===== src/rtl/btb_pkg.sv =====
// btb_pkg: default geometry and entry layout shared by the BTB top and its LRU helper.
// Entry widths follow these defaults; resize by editing them here.
package btb_pkg;

  localparam int NUM_SETS = 16;
  localparam int NUM_WAYS = 2;
  localparam int XLEN     = 32;
  localparam int IDX_W    = $clog2(NUM_SETS);
  localparam int TAG_W    = XLEN - IDX_W - 2;
  localparam int AGE_W    = $clog2(NUM_WAYS);

  typedef struct packed {
    logic             valid;
    logic [TAG_W-1:0] tag;
    logic [XLEN-1:0]  target;
  } btb_entry_t;

endpackage


===== src/rtl/btb_lru.sv =====
// btb_lru: true-LRU age update for one set; applies read touches in lane order, then the write touch.
// Purely combinational (0 cycles); no backpressure, every touch is accepted.
module btb_lru #(
  parameter  int NUM_WAYS = btb_pkg::NUM_WAYS,
  localparam int AGE_W    = $clog2(NUM_WAYS)
) (
  input  logic [NUM_WAYS-1:0][AGE_W-1:0] ages,
  input  logic [1:0]                     rd_touch_vld,
  input  logic [1:0][AGE_W-1:0]          rd_touch_way,
  input  logic                           wr_touch_vld,
  input  logic [AGE_W-1:0]               wr_touch_way,
  output logic [NUM_WAYS-1:0][AGE_W-1:0] next_ages,
  output logic [AGE_W-1:0]               victim
);

  typedef logic [NUM_WAYS-1:0][AGE_W-1:0] ages_t;

  ages_t ages_mid;

  // Touched way becomes youngest; only ways younger than its old age grow older,
  // so a repeated touch of the same way is a no-op and ages stay a permutation.
  function automatic ages_t touch(input ages_t a, input logic [AGE_W-1:0] t);
    ages_t r;
    r = a;
    for (int w = 0; w < NUM_WAYS; w++) begin
      if (AGE_W'(w) == t) r[w] = '0;
      else if (a[w] < a[t]) r[w] = a[w] + 1'b1;
    end
    return r;
  endfunction

  always_comb begin
    ages_mid = ages;
    for (int l = 0; l < 2; l++) begin
      if (rd_touch_vld[l]) ages_mid = touch(ages_mid, rd_touch_way[l]);
    end
  end

  // Victim is chosen after this cycle's read touches, before the write itself.
  always_comb begin
    victim = '0;
    for (int w = 0; w < NUM_WAYS; w++) begin
      if (ages_mid[w] == AGE_W'(NUM_WAYS - 1)) victim = AGE_W'(w);
    end
  end

  always_comb begin
    next_ages = ages_mid;
    if (wr_touch_vld) next_ages = touch(ages_mid, wr_touch_way);
  end

endmodule


===== src/rtl/btb_assoc.sv =====
// btb_assoc: set-associative BTB with two lookup lanes, one install port, flush and true-LRU replacement.
// Lookup result registered 1 cycle after rd_en; no backpressure, reads and writes accepted every cycle.
module btb_assoc #(
  parameter  int NUM_SETS = btb_pkg::NUM_SETS,
  parameter  int NUM_WAYS = btb_pkg::NUM_WAYS,
  parameter  int XLEN     = btb_pkg::XLEN,
  localparam int IDX_W    = $clog2(NUM_SETS),
  localparam int TAG_W    = XLEN - IDX_W - 2,
  localparam int AGE_W    = $clog2(NUM_WAYS)
) (
  input  logic                 clock,
  input  logic                 reset,
  input  logic [1:0]           rd_en,
  input  logic [1:0][XLEN-1:0] rd_pc,
  input  logic                 wr_en,
  input  logic [XLEN-1:0]      wr_pc,
  input  logic [XLEN-1:0]      wr_target,
  input  logic                 flush,
  output logic [1:0]           rd_hit,
  output logic [1:0][XLEN-1:0] rd_target
);

  import btb_pkg::*;

  typedef logic [NUM_WAYS-1:0][AGE_W-1:0] ages_t;

  btb_entry_t        mem     [NUM_SETS][NUM_WAYS];
  ages_t             age     [NUM_SETS];
  ages_t             age_nxt [NUM_SETS];
  logic [AGE_W-1:0]  victim  [NUM_SETS];

  logic [1:0][IDX_W-1:0] rd_idx;
  logic [1:0][TAG_W-1:0] rd_tag;
  logic [1:0]            lk_hit;
  logic [1:0][AGE_W-1:0] lk_way;
  logic [1:0][XLEN-1:0]  lk_tgt;

  logic [IDX_W-1:0] wr_idx;
  logic [TAG_W-1:0] wr_tag;
  logic             wr_hit, wr_inv;
  logic [AGE_W-1:0] wr_hit_way, wr_inv_way, wr_way;

  logic unused_pc_lsb;
  assign unused_pc_lsb = ^{rd_pc[0][1:0], rd_pc[1][1:0], wr_pc[1:0]};

  // Lookups see pre-write contents, giving read-before-write on same-cycle collisions.
  always_comb begin
    for (int l = 0; l < 2; l++) begin
      rd_idx[l] = rd_pc[l][IDX_W+1:2];
      rd_tag[l] = rd_pc[l][XLEN-1:IDX_W+2];
      lk_hit[l] = 1'b0;
      lk_way[l] = '0;
      lk_tgt[l] = '0;
      for (int w = 0; w < NUM_WAYS; w++) begin
        if (mem[rd_idx[l]][w].valid && mem[rd_idx[l]][w].tag == rd_tag[l]) begin
          lk_hit[l] = 1'b1;
          lk_way[l] = AGE_W'(w);
          lk_tgt[l] = mem[rd_idx[l]][w].target;
        end
      end
    end
  end

  always_comb begin
    wr_idx     = wr_pc[IDX_W+1:2];
    wr_tag     = wr_pc[XLEN-1:IDX_W+2];
    wr_hit     = 1'b0;
    wr_hit_way = '0;
    wr_inv     = 1'b0;
    wr_inv_way = '0;
    for (int w = NUM_WAYS - 1; w >= 0; w--) begin
      if (mem[wr_idx][w].valid && mem[wr_idx][w].tag == wr_tag) begin
        wr_hit     = 1'b1;
        wr_hit_way = AGE_W'(w);
      end
      if (!mem[wr_idx][w].valid) begin
        wr_inv     = 1'b1;
        wr_inv_way = AGE_W'(w);
      end
    end
    wr_way = wr_hit ? wr_hit_way : (wr_inv ? wr_inv_way : victim[wr_idx]);
  end

  for (genvar s = 0; s < NUM_SETS; s++) begin : g_set
    logic [1:0] rd_touch;
    logic       wr_touch;
    assign rd_touch[0] = rd_en[0] & lk_hit[0] & (rd_idx[0] == IDX_W'(s));
    assign rd_touch[1] = rd_en[1] & lk_hit[1] & (rd_idx[1] == IDX_W'(s));
    assign wr_touch    = wr_en & (wr_idx == IDX_W'(s));

    btb_lru #(.NUM_WAYS(NUM_WAYS)) u_lru (
      .ages         (age[s]),
      .rd_touch_vld (rd_touch),
      .rd_touch_way (lk_way),
      .wr_touch_vld (wr_touch),
      .wr_touch_way (wr_way),
      .next_ages    (age_nxt[s]),
      .victim       (victim[s])
    );
  end

  always_ff @(posedge clock) begin
    if (!reset || flush) begin
      for (int s = 0; s < NUM_SETS; s++) begin
        for (int w = 0; w < NUM_WAYS; w++) begin
          mem[s][w].valid <= 1'b0;
          age[s][w]       <= AGE_W'(w);
        end
      end
    end else begin
      for (int s = 0; s < NUM_SETS; s++) age[s] <= age_nxt[s];
      if (wr_en) mem[wr_idx][wr_way] <= '{valid: 1'b1, tag: wr_tag, target: wr_target};
    end
  end

  always_ff @(posedge clock) begin
    if (!reset) begin
      rd_hit    <= '0;
      rd_target <= '0;
    end else begin
      for (int l = 0; l < 2; l++) begin
        rd_hit[l]    <= rd_en[l] & lk_hit[l] & ~flush;
        rd_target[l] <= (rd_en[l] & lk_hit[l] & ~flush) ? lk_tgt[l] : '0;
      end
    end
  end

endmodule


===== config.mk =====
export PLATFORM = sky130hd
export DESIGN_NAME = btb_assoc
export DESIGN_NICKNAME = d
export VERILOG_FILES = /design/src/rtl/btb_pkg.sv /design/src/rtl/btb_lru.sv /design/src/rtl/btb_assoc.sv
export SDC_FILE = /design/constraint.sdc
export NUM_CORES = 2
export LEC_CHECK = 0
export ABC_CLOCK_PERIOD_IN_PS = 10360
export BUFFER_PORTS_ARGS = -buffer_cell sky130_fd_sc_hd__buf_2
export CORE_ASPECT_RATIO = 1.5
export CORE_UTILIZATION = 30
export DETAILED_ROUTE_END_ITERATION = 8
export SLEW_MARGIN = 20
export SYNTH_ARGS = -nofsm -noshare
export SYNTH_HDL_FRONTEND = slang
export SYNTH_SLANG_ARGS = --single-unit

===== constraint.sdc =====
create_clock -name clock -period 10.36 [get_ports clock]
set_clock_uncertainty 0.05 [all_clocks]
set_input_delay 1.036 -clock clock [delete_from_list [all_inputs] [get_ports clock]]
set_output_delay 1.036 -clock clock [all_outputs]
set_load 0.005 [all_outputs]

==> results summary <==
At the later pin of the worst-skew pair, clock insertion delay measures 0.90 ns. The initial utilization of the core area, before any placement, comes to 30.20%. The count of TritonRoute iterations in the first routing pass is 6. The measured slew at the worst slew-check pin is 1.276 ns.

The post-synthesis to final-layout area growth is 13.55%. The post-detailed-placement half-perimeter wirelength came out at 267700 um. Fill cells in the final layout number 31.82k. The worst-case clock buffer depth is 4.

The number of I/O port buffers is 193. The DRC violations left is 0. The number of global-route vias before repair is 66.80k. STA classifies the critical path endpoint as a flip-flop. The average wire length per cell after detail routing came out at 38.40 um. The maximum vdd ir drop is 159.2 uV. The area of the multi-input gates is 42010 um^2. Detailed routing inserted a total of 65.19k vias. The worst setup path is of the primary input to flip-flop kind. TritonCTS built the clock tree. Derived from the worst setup path, the maximum achievable clock frequency is 120.9 MHz.

The worst hold slack across all endpoints came out at 0.4415 ns. Setup violations remaining at the end of the flow were counted as 0. Data arrives at the worst endpoint at 8.64 ns. The overall die width came out at 479.7 um. The part of the cycle the worst path needs is 79.81%. The mean number of vias per cell is 6.134. The total overflow reported by the global router is 0. The register area is 58340 um^2. The cell area that synthesis handed to floorplanning was 102700 um^2. The sink of the worst hold path is mem[2][117]. The total area inside the core boundary comes to 339900 um^2. The total I/O pin count came out at 200. The total routing usage reported by global routing came out at 23.24%. Of all cell types, the one taking the most synthesized area is sky130_fd_sc_hd__edfxtp_1.

The synthesized netlist net count came out at 5947. The power per cell area is 154.7 nW/um^2. The beginning of the worst hold path is mem[2][117].

The count of hold buffers inserted by post-cts repair came out at 0. The fraction of the yosys area taken by sequential cells is 56.82%. The placed cell area is 110100 um^2.

The worst relative slew slack is 14.30%. The global-route wire length before repair came out at 554800 um. The post-route netlist has 34.15% of its cells at a drive strength greater than 1. The minimum setup slack among reg-to-reg paths came out at 2.86 ns. The final-report hold violation count is 0. The depth of the most critical reg-to-reg path is 16. Max-cap violations in this run came to 0. The share of the synthesized area in the top cell type is 54.28%.

Ranked by total cell area, the synthesized netlist is headed by sky130_fd_sc_hd__edfxtp_1, sky130_fd_sc_hd__mux4_2, sky130_fd_sc_hd__mux2i_1. At the end of routability-driven placement, the weighted congestion stood at 1.043. Setup repair after global routing left no endpoint under its margin. The worst-path maximum fanout is 49. The post-synthesis async set-or-reset flop share came out at 0%. The clock edge transition at the registers on the reported setup and hold paths is 0.06 ns.

The data required time of the worst path is 10.74 ns. The average cell area after synthesis is 17.66 um^2. The time the final worst path needs with I/O delays and setup is 8.268 ns.

With fillers left out, the area of the finished cells amounts to 116600 um^2. In the synthesized netlist, the number of instances is 5813. Adding up every negative setup slack in the final design gives 0 ns.

Once detail routing completed, the nets flagged for antenna violations numbered 0. The endpoint identified for the worst register-to-register timing path is mem[6][105]. The count of flip-flops with a built-in enable after synthesis came out at 1856.

The distinct cell type count after synthesis is 99. The number of gates resized after CTS was 0. The largest net degree at the start of global routing came out at 117.

The worst setup path is launched from a primary input. Along the worst hold path, the cell count comes to 2. The wire length after detailed routing came out at 408100 um.

The floorplan row count is 262. Among all flip-flop cells after synthesis, the most frequent one is sky130_fd_sc_hd__edfxtp_1. The worst register-to-register path begins at mem[6][97]. During synthesis, Yosys emitted a total of 0 warnings. The area enclosed by the die boundary came out at 344600 um^2. The number of antenna violations at the first check in global routing is 61. Power comes to 18.03 mW. For this run, the post-layout net count is 6106. The library cell used as clock root buffer is sky130_fd_sc_hd__clkbuf_16. The vertical die dimension came out at 718.5 um. Counting the buffers created by CTS gives 199.

The path type of the worst min-delay path is flip-flop to flip-flop. The number of max-slew violations in the final report is 0. The buffers inserted during post-CTS setup optimization came out at 0. The run finished with clean final reports.

Cells fill 34.29% of the core in the end. The H-tree was split into 4 levels. The detailed router finished its first iteration with 8582 violations. The flip-flop and latch count after synthesis is 1986. The number of sinks driven by the clock tree is 1986. The leakage power of the design is 36.50 nW.
## worst max path at each step
stage | start | slack, ns | endpoint
finish | rd_pc[34] | 2.09 | mem[6][105]
global route | rd_pc[34] | 2.13 | mem[6][105]
CTS | rd_pc[34] | 2.37 | mem[6][105]
detailed placement | rd_pc[34] | 1.52 | mem[6][60]
global placement | rd_pc[3] | 1.53 | mem[6][60]
floorplan | rd_pc[5] | 0.52 | mem[10][100]
## layer usage
layer / up-vias / track usage [%] / part of all wire, %
li1: 25200 / - / -
met2: 3976 / 38.92 / 49
met4: 30 / 17.50 / 9.0
met3: 1273 / 4.384 / 8.3
met1: 34710 / 26.24 / 34
met5: - / 0 / 0.047
## metrics by stage
| stage | worst slack, ns | instances |
|---|---|---|
| 2_1_floorplan | 0.5187 | 5813 |
| 3_3_place_gp | 1.533 | 10260 |
| 3_5_place_dp | 1.523 | 10260 |
| 4_1_cts | 2.372 | 10610 |
| 5_1_grt | 2.127 | 10620 |
| 6_report | 2.092 | 10630 |
## logic make-up after synthesis
kind of cell           synth area share, %
XOR/XNOR                             1.152
flip-flops                           56.82
multiplexers                         30.47
AO/OA/AOI/OAI                        5.150
AND/OR/NAND/NOR                      3.905
buffers and inverters                2.507
## power by group
group          switching [mW]  internal [mW]  total [mW]  leakage [nW]
sequential            0.00830           8.77        8.78          17.7
combinational            1.18          0.706        1.89          15.7
clock                    3.26           4.10        7.36          3.08
## critical path, cell delays in order
cell and delay (ns):
sky130_fd_sc_hd__buf_8 0.46, sky130_fd_sc_hd__buf_12 0.42, sky130_fd_sc_hd__or2_1 1.01, sky130_fd_sc_hd__o22ai_1 0.59, sky130_fd_sc_hd__o21a_1 0.37, sky130_fd_sc_hd__o41a_1 0.40
sky130_fd_sc_hd__a2111o_1 0.41, sky130_fd_sc_hd__or4_4 0.71, sky130_fd_sc_hd__buf_4 0.41, sky130_fd_sc_hd__nor2_1 0.22, sky130_fd_sc_hd__a211o_1 0.14, sky130_fd_sc_hd__a211o_1 0.15
sky130_fd_sc_hd__a32oi_2 0.20, sky130_fd_sc_hd__a22oi_4 0.40, sky130_fd_sc_hd__a31oi_4 0.43, sky130_fd_sc_hd__nor3_2 0.60, sky130_fd_sc_hd__buf_12 0.43
## synthesized netlist by cell type (all sizes together) (58+ instances only)
master     n
and2      70
o22ai     63
nand2    203
dfxtp    130
a22oi    104
mux4    1180
clkbuf   231
o21ai     85
mux2i    371
edfxtp  1856
buf      237
a31oi     75
mux2      88
nor2     143
inv       69
xnor2    107
nor3      58
a21oi    124
nand3     67
## final cells by class
cell class	count	area share, %
Tap cell	4488	4.817
Sequential cell	1986	50.04
Clock buffer	228	4.428
Timing Repair Buffer	426	3.348
Inverter	72	0.2458
Clock inverter	124	1.047
Multi-Input combinational cell	3287	36.04
Antenna cell	17	0.03649
## sequential cells by signal (all words and copies together), names as in the netlist
name,flops
rd_target,64
age,32
mem,1888
rd_hit,2
## cells in the final DEF, fill, tap and decap left out, drive strengths merged, types with 44 or more instances in the layout
master	count
edfxtp	1856
mux4	1180
buf	425
mux2i	371
clkbuf	229
nand2	203
nor2	143
dfxtp	130
a21oi	124
xnor2	107
a22oi	104
mux2	88
o21ai	85
clkinv	78
inv	77
a31oi	75
and2	70
nand3	67
o22ai	63
nor3	58
and3	44
nand4	44
Power figures use the tool's default switching activity.
